`src/rtl/instruction_sequencer.sv`:
```
// Buffers host instructions and issues them to control_circuit for exactly their execution length.
// Latency: push to INSTRUCTION valid is 2 cycles. Each instruction takes 1 + length cycles.
// Backpressure: in_ready drops when the FIFO is full. `define SEQ_STEP_EN adds a step-gated launch.

module seq_fifo #(
    parameter int WIDTH = 8,
    parameter int DEPTH = 4
) (
    input  logic                     clk,
    input  logic                     reset,
    input  logic                     push,
    input  logic [WIDTH-1:0]         wdat,
    input  logic                     pop,
    output logic [WIDTH-1:0]         rdat,
    output logic                     full,
    output logic                     empty,
    output logic [$clog2(DEPTH):0]   count
);
    localparam int AW = $clog2(DEPTH);
    localparam logic [AW:0] FULL_CNT = (AW+1)'(DEPTH);

    logic [WIDTH-1:0] mem [DEPTH];
    logic [AW-1:0]    wr_ptr;
    logic [AW-1:0]    rd_ptr;
    logic [AW:0]      cnt;
    logic             do_push;
    logic             do_pop;

    assign full    = (cnt == FULL_CNT);
    assign empty   = (cnt == '0);
    assign do_push = push && !full;
    assign do_pop  = pop && !empty;
    assign rdat    = mem[rd_ptr];
    assign count   = cnt;

    // Power-of-two depth lets the pointers wrap by plain overflow.
    always_ff @(posedge clk or posedge reset) begin
        if (reset) begin
            wr_ptr <= '0;
            rd_ptr <= '0;
            cnt    <= '0;
        end else begin
            if (do_push) wr_ptr <= wr_ptr + 1'b1;
            if (do_pop)  rd_ptr <= rd_ptr + 1'b1;
            case ({do_push, do_pop})
                2'b10:   cnt <= cnt + 1'b1;
                2'b01:   cnt <= cnt - 1'b1;
                default: cnt <= cnt;
            endcase
        end
    end

    always_ff @(posedge clk) begin
        if (do_push) mem[wr_ptr] <= wdat;
    end
endmodule

module instruction_sequencer #(
    parameter int DEPTH  = 4,
    parameter int DATA_W = 8
) (
    input  logic                     clk,
    input  logic                     reset,
    input  logic                     in_valid,
    input  logic [10:0]              in_instr,
    input  logic [DATA_W-1:0]        in_data,
    output logic                     in_ready,
    input  logic                     run,
`ifdef SEQ_STEP_EN
    input  logic                     step,
`endif
    output logic [10:0]              INSTRUCTION,
    output logic [DATA_W-1:0]        ext_data,
    output logic                     busy,
    output logic                     retire,
    output logic                     cmd_err,
    output logic [$clog2(DEPTH):0]   fifo_count
);
    localparam logic [10:0] NOP = {3'b111, 8'h00};

    typedef enum logic [1:0] {
        S_IDLE  = 2'd0,
        S_ISSUE = 2'd1,
        S_EXEC  = 2'd2
    } state_t;

    state_t                  state;
    state_t                  state_nxt;
    logic [10:0]             cur_instr;
    logic [DATA_W-1:0]       cur_data;
    logic [1:0]              cnt;
    logic                    pop;
    logic                    launch_ok;
    logic                    fifo_full;
    logic                    fifo_empty;
    logic                    fifo_push;
    logic [DATA_W+10:0]      fifo_head;

    // Remaining EXEC cycles after the first one, derived from the opcode alone.
    function automatic logic [1:0] exec_cnt_init(input logic [2:0] op);
        case (op[1:0])
            2'b00:   exec_cnt_init = 2'd1;
            2'b01:   exec_cnt_init = 2'd0;
            default: exec_cnt_init = 2'd2;
        endcase
    endfunction

    assign in_ready  = !fifo_full;
    assign fifo_push = in_valid && in_ready && !in_instr[10];

    seq_fifo #(
        .WIDTH (DATA_W + 11),
        .DEPTH (DEPTH)
    ) u_fifo (
        .clk   (clk),
        .reset (reset),
        .push  (fifo_push),
        .wdat  ({in_data, in_instr}),
        .pop   (pop),
        .rdat  (fifo_head),
        .full  (fifo_full),
        .empty (fifo_empty),
        .count (fifo_count)
    );

`ifdef SEQ_STEP_EN
    logic step_pend;

    // A pulse coinciding with a launch is kept for the next launch point.
    always_ff @(posedge clk or posedge reset) begin
        if (reset) step_pend <= 1'b0;
        else       step_pend <= pop ? step : (step_pend | step);
    end

    assign launch_ok = !fifo_empty && run && step_pend;
`else
    assign launch_ok = !fifo_empty && run;
`endif

    always_ff @(posedge clk or posedge reset) begin
        if (reset) state <= S_IDLE;
        else       state <= state_nxt;
    end

    always_comb begin
        state_nxt = state;
        pop       = 1'b0;
        case (state)
            S_IDLE: begin
                if (launch_ok) begin
                    state_nxt = S_ISSUE;
                    pop       = 1'b1;
                end
            end
            S_ISSUE: state_nxt = S_EXEC;
            S_EXEC: begin
                if (cnt == 2'd0) begin
                    if (launch_ok) begin
                        state_nxt = S_ISSUE;
                        pop       = 1'b1;
                    end else begin
                        state_nxt = S_IDLE;
                    end
                end
            end
            default: state_nxt = S_IDLE;
        endcase
    end

    always_ff @(posedge clk or posedge reset) begin
        if (reset) begin
            cur_instr <= NOP;
            cur_data  <= '0;
            cnt       <= 2'd0;
            cmd_err   <= 1'b0;
        end else begin
            if (pop) {cur_data, cur_instr} <= fifo_head;
            if (state == S_ISSUE)
                cnt <= exec_cnt_init(cur_instr[10:8]);
            else if (state == S_EXEC && cnt != 2'd0)
                cnt <= cnt - 2'd1;
            cmd_err <= in_valid && in_ready && in_instr[10];
        end
    end

    // control_circuit decodes operands combinationally, so hold them through every EXEC cycle.
    assign busy        = (state != S_IDLE);
    assign INSTRUCTION = busy ? cur_instr : NOP;
    assign ext_data    = busy ? cur_data : '0;
    assign retire      = (state == S_EXEC) && (cnt == 2'd0);
endmodule

```
`config.mk`:
```
export PLATFORM = sky130hd
export DESIGN_NAME = instruction_sequencer
export DESIGN_NICKNAME = d
export VERILOG_FILES = /design/src/rtl/instruction_sequencer.sv
export SDC_FILE = /design/constraint.sdc
export NUM_CORES = 1
export LEC_CHECK = 0
export CORE_ASPECT_RATIO = 0.8
export CORE_UTILIZATION = 58
export CTS_BUF_LIST = sky130_fd_sc_hd__clkbuf_8
export DETAILED_ROUTE_END_ITERATION = 8
export PLACE_DENSITY = 0.88
export REMOVE_ABC_BUFFERS = 1
export SETUP_SLACK_MARGIN = 0.02
export SYNTH_ARGS = -nofsm -noshare
export SYNTH_HDL_FRONTEND = slang
export SYNTH_SLANG_ARGS = --single-unit
```
`constraint.sdc`:
```
create_clock -name clk -period 2.5 [get_ports clk]
set_input_delay 0.375 -clock clk [delete_from_list [all_inputs] [get_ports clk]]
set_output_delay 0.375 -clock clk [all_outputs]
set_load 0.005 [all_outputs]
```
==> results.md <==
- The finished layout cell area is 0.00519 mm^2.
- The share of the clock period used by the worst path after layout is 0.928.
- The run finished with clean final reports.
- Measured along the y axis, the die boundary spans roughly 80 um.
- The worst-case clock buffer depth is 2.
- The type of the worst min-delay path is primary input to asynchronous set/reset pin.
- Entering global routing, the biggest net connects 32 pins.
- The number of I/O port buffers is 48.
- The arrival time reported for the critical path endpoint is 1.95 ns.
- The residual overflow from global routing is 0.
- The number of hold buffers added after CTS is 0.
- The insertion delay of the later-clocked pin in the worst-skew pair is between 0.3 and 0.4 ns.
- The total via count in the routed design is 2108.
- The effective utilization at floorplan is 0.617.
- The filler cells instantiated in the layout total 426.
- For this design the static power due to leakage is 0.00193 uW.
- The total routing resource utilization after global routing is 0.202.
- The worst register-to-register path has a depth of 10.
- The worst relative slew slack is 0.714.
- The number of gates resized after CTS was 0.
- The ratio of routed vias to standard cells is 5.48.
- The number of global-route vias before repair is between 2k and 2.5k.
- The proportion of synthesized chip area in sequential cells is 0.703.
- For the worst setup path, the data required time is 2.12 ns.
- Ranked by total cell area, the synthesized netlist is headed by sky130_fd_sc_hd__edfxtp_1 52%, sky130_fd_sc_hd__dfrtp_1 16%, sky130_fd_sc_hd__mux4_2 9.8%, sky130_fd_sc_hd__mux2_4 6.2%, sky130_fd_sc_hd__nor2b_1 2.4%.
- The post-synthesis average cell area is 19.3 um^2.
- The final weighted congestion in routability-driven placement is 0.678.
- 0 antenna diodes ended up in the layout.
- Synthesis produced 226 cells.
- The number of routed nets with antenna violations is 0.
- The worst slack at placement is 0.112 ns.
- The routed design could run at a clock period as short as 2.32 ns.
- The sum of net half-perimeters after detailed placement is around 4700 um.
- The top fanout value on the critical path is 17.
- The final sum of negative setup slack is 0 ns.
- Of the cells placed in the final design, the portion with a size suffix greater than 1 is 0.282.
- The yosys synthesis warning count is 0.
- The actual transition at the worst max-transition pin is 0.429 ns.
- The standard-cell row count is 27.
- The pre-antenna-repair detailed-routing pass consisted of 4 iterations.
- After the last flow step, the layout net total stands at 323.
- The post-CTS repair timing setup buffer count is 0.
- The fraction of synthesized cell area taken by the top area cell type is 0.524.
- The synthesized netlist contains 30 unique library cells.
- Clock-pin slew was measured on the worst setup and hold paths at ~0.11 ns.
- The worst setup path is captured at an output pin.
- The first routing iteration left 95 violations.
- TritonCTS built the clock tree.
- The number of antenna violations at the first check in global routing is 0.
- Clock tree synthesis inserted a total of 9 buffers.
- For the final database, setup skew stands at 0.0167 ns.
- The maximum clock rate is 431 MHz.
- The startpoint type of the worst setup path is a flop.
- The synthesis-to-finish area growth is 19.3%.
- The largest total area in the synthesized netlist belongs to sky130_fd_sc_hd__edfxtp_1.
- The region available for standard cell placement spans around 0.007 mm^2.
- The startpoint identified for the worst register-to-register timing path is cnt[0].
- The overall die area is 0.00786 mm^2.
- Measured along the x axis, the die boundary spans 98.9 um.
- The endpoint of the lowest-slack register-to-register path is u_fifo.count[2].
- The tree is rooted in a sky130_fd_sc_hd__clkbuf_8.
- 49 I/O pins were placed.
- By startpoint and endpoint, the worst setup path is classified as flop to output pin.
- VDD sags by at most between 0.0004 and 0.0005 V.
- Clock tree synthesis found a total of between 100 and 150 sinks.
- The routed length per instance is between 15 and 20 um.
- Setup repair after global routing left no endpoint under its margin.
- The count of max-cap constraint violations is 0.
- The H-tree was split into 3 levels.
- The worst path setup slack after routing is roughly 0.18 ns.
- Dividing total power by cell area gives a power density of 1130 mW/mm^2.
- Counting flops and latches in the post-synthesis netlist gives 107.
- The worst reg-to-reg setup slack is just under 0.3 ns.
- The post-synthesis instance area is 0.00435 mm^2.
- The max-slew violation total from the final report is 0.
- Setup violations remaining at the end of the flow were counted as 0.
- The first global-routing pass estimated 11300 um of wire.
- The number of remaining DRC errors is 0.
- The hold violation count in the final report is 0.
- The detailed-route wire length is 7050 um.
- Summing all placed instances gives a cell area of around 0.005 mm^2.
==> area by class of cell <==
type                    count  area [um^2]  area share
flip-flops and latches    107         3060       0.589
multi-input cells          99         1180       0.228
repair buffers             65          608       0.117
clock buffers               9          124      0.0238
well taps                  87          109      0.0210
clock inverters             7         67.6      0.0130
inverters                  11         41.3     0.00795
==> cell families after synthesis <==
| group | Yosys count | synth area share |
|---|---|---|
| xor gates and xnor gates | 7 | 0.0141 |
| muxes | 44 | 0.178 |
| and+or+nand+nor | 38 | 0.0529 |
| adders and majority gates | 7 | 0.0218 |
| buffers and inverters | 20 | 0.0253 |
| AOI/OAI and AO/OA | 3 | 0.00517 |
| DFF | 107 | 0.703 |
==> sequential cells by signal (all words and copies together) (netlist names), 2 cells and up <==
name	count
u_fifo.wr_ptr	2
cnt	2
u_fifo.mem	76
cur_data	8
state	2
u_fifo.rd_ptr	2
u_fifo.count	3
cur_instr	11
==> worst max-delay path, stage by stage (launching register included) <==
cell	delay [ns]
sky130_fd_sc_hd__dfrtp_1	0.48
sky130_fd_sc_hd__nor2_1	0.20
sky130_fd_sc_hd__buf_4	0.26
sky130_fd_sc_hd__or2_2	0.15
sky130_fd_sc_hd__clkdlybuf4s50_1	0.49
==> layer usage <==
layer | routed length, um | part of all wire | track usage | vias up
li1 | - | - | - | 974
met1 | 3050 | 0.43 | 0.260 | 1071
met2 | 3560 | 0.50 | 0.333 | 54
met3 | 339 | 0.048 | 0.0613 | 9
met4 | 110 | 0.016 | 0.0657 | 0
met5 | 0 | 0 | 0 | -
==> Yosys cell counts (all sizes together) <==
| cell type | instances |
|---|---|
| ha | 6 |
| inv | 11 |
| dfstp | 3 |
| mux2i | 3 |
| xor2 | 3 |
| and2 | 4 |
| edfxtp | 76 |
| nor2 | 4 |
| dfrtp | 28 |
| mux4 | 19 |
| or3 | 1 |
| nand4 | 1 |
| mux2 | 22 |
| a21oi | 1 |
| a211oi | 1 |
| fa | 1 |
| or2 | 3 |
| clkbuf | 5 |
| nor2b | 17 |
| buf | 4 |
| xnor2 | 4 |
| nand2b | 1 |
| nand2 | 3 |
| nor3 | 1 |
| o21ai | 1 |
| and3 | 3 |
==> cells in the final DEF (no fill, tap or decap), drive strengths merged <==
master and n:
or2 3, a21oi 1, xor2 3, mux2 22, nand2 3, nor3 1
clkdlybuf4s50 48, dfrtp 28, o21ai 1, nor2b 17, clkinv 3, nand4 1
fa 1, edfxtp 76, a211oi 1, and3 3, inv 15, clkbuf 9
dfstp 3, and2 4, or3 1, nor2 4, mux2i 3, ha 6
mux4 19, buf 17, nand2b 1, xnor2 4
==> worst max-delay path by stage <==
stage	start	to	slack [ns]	cells past startpoint
5_1_grt	state[0]	INSTRUCTION[10]	0.03	4
3_3_place_gp	run	u_fifo.count[2]	0.17	9
2_1_floorplan	cnt[0]	u_fifo.count[2]	0.19	10
6_report	state[0]	INSTRUCTION[10]	0.18	4
4_1_cts	state[0]	INSTRUCTION[10]	0.13	4
3_5_place_dp	run	u_fifo.count[2]	0.11	9
==> stage by stage <==
stage / util / power [uW] / std cells / hold slack (ns)
floorplan: - / 3970 / 217 / 0.473
global placement: 0.708 / 4820 / 369 / 0.490
detailed placement: 0.708 / 4910 / 369 / 0.484
CTS: 0.736 / 5920 / 385 / 0.390
global route: 0.736 / 6180 / 385 / 0.430
finish: 0.736 / 5850 / 385 / 0.391
==> where the power goes <==
group,internal (uW),switching (uW),total [uW]
logic,1410,891,2300
registers,2320,217,2540
clock network,392,614,1010
Power figures use the tool's default switching activity.
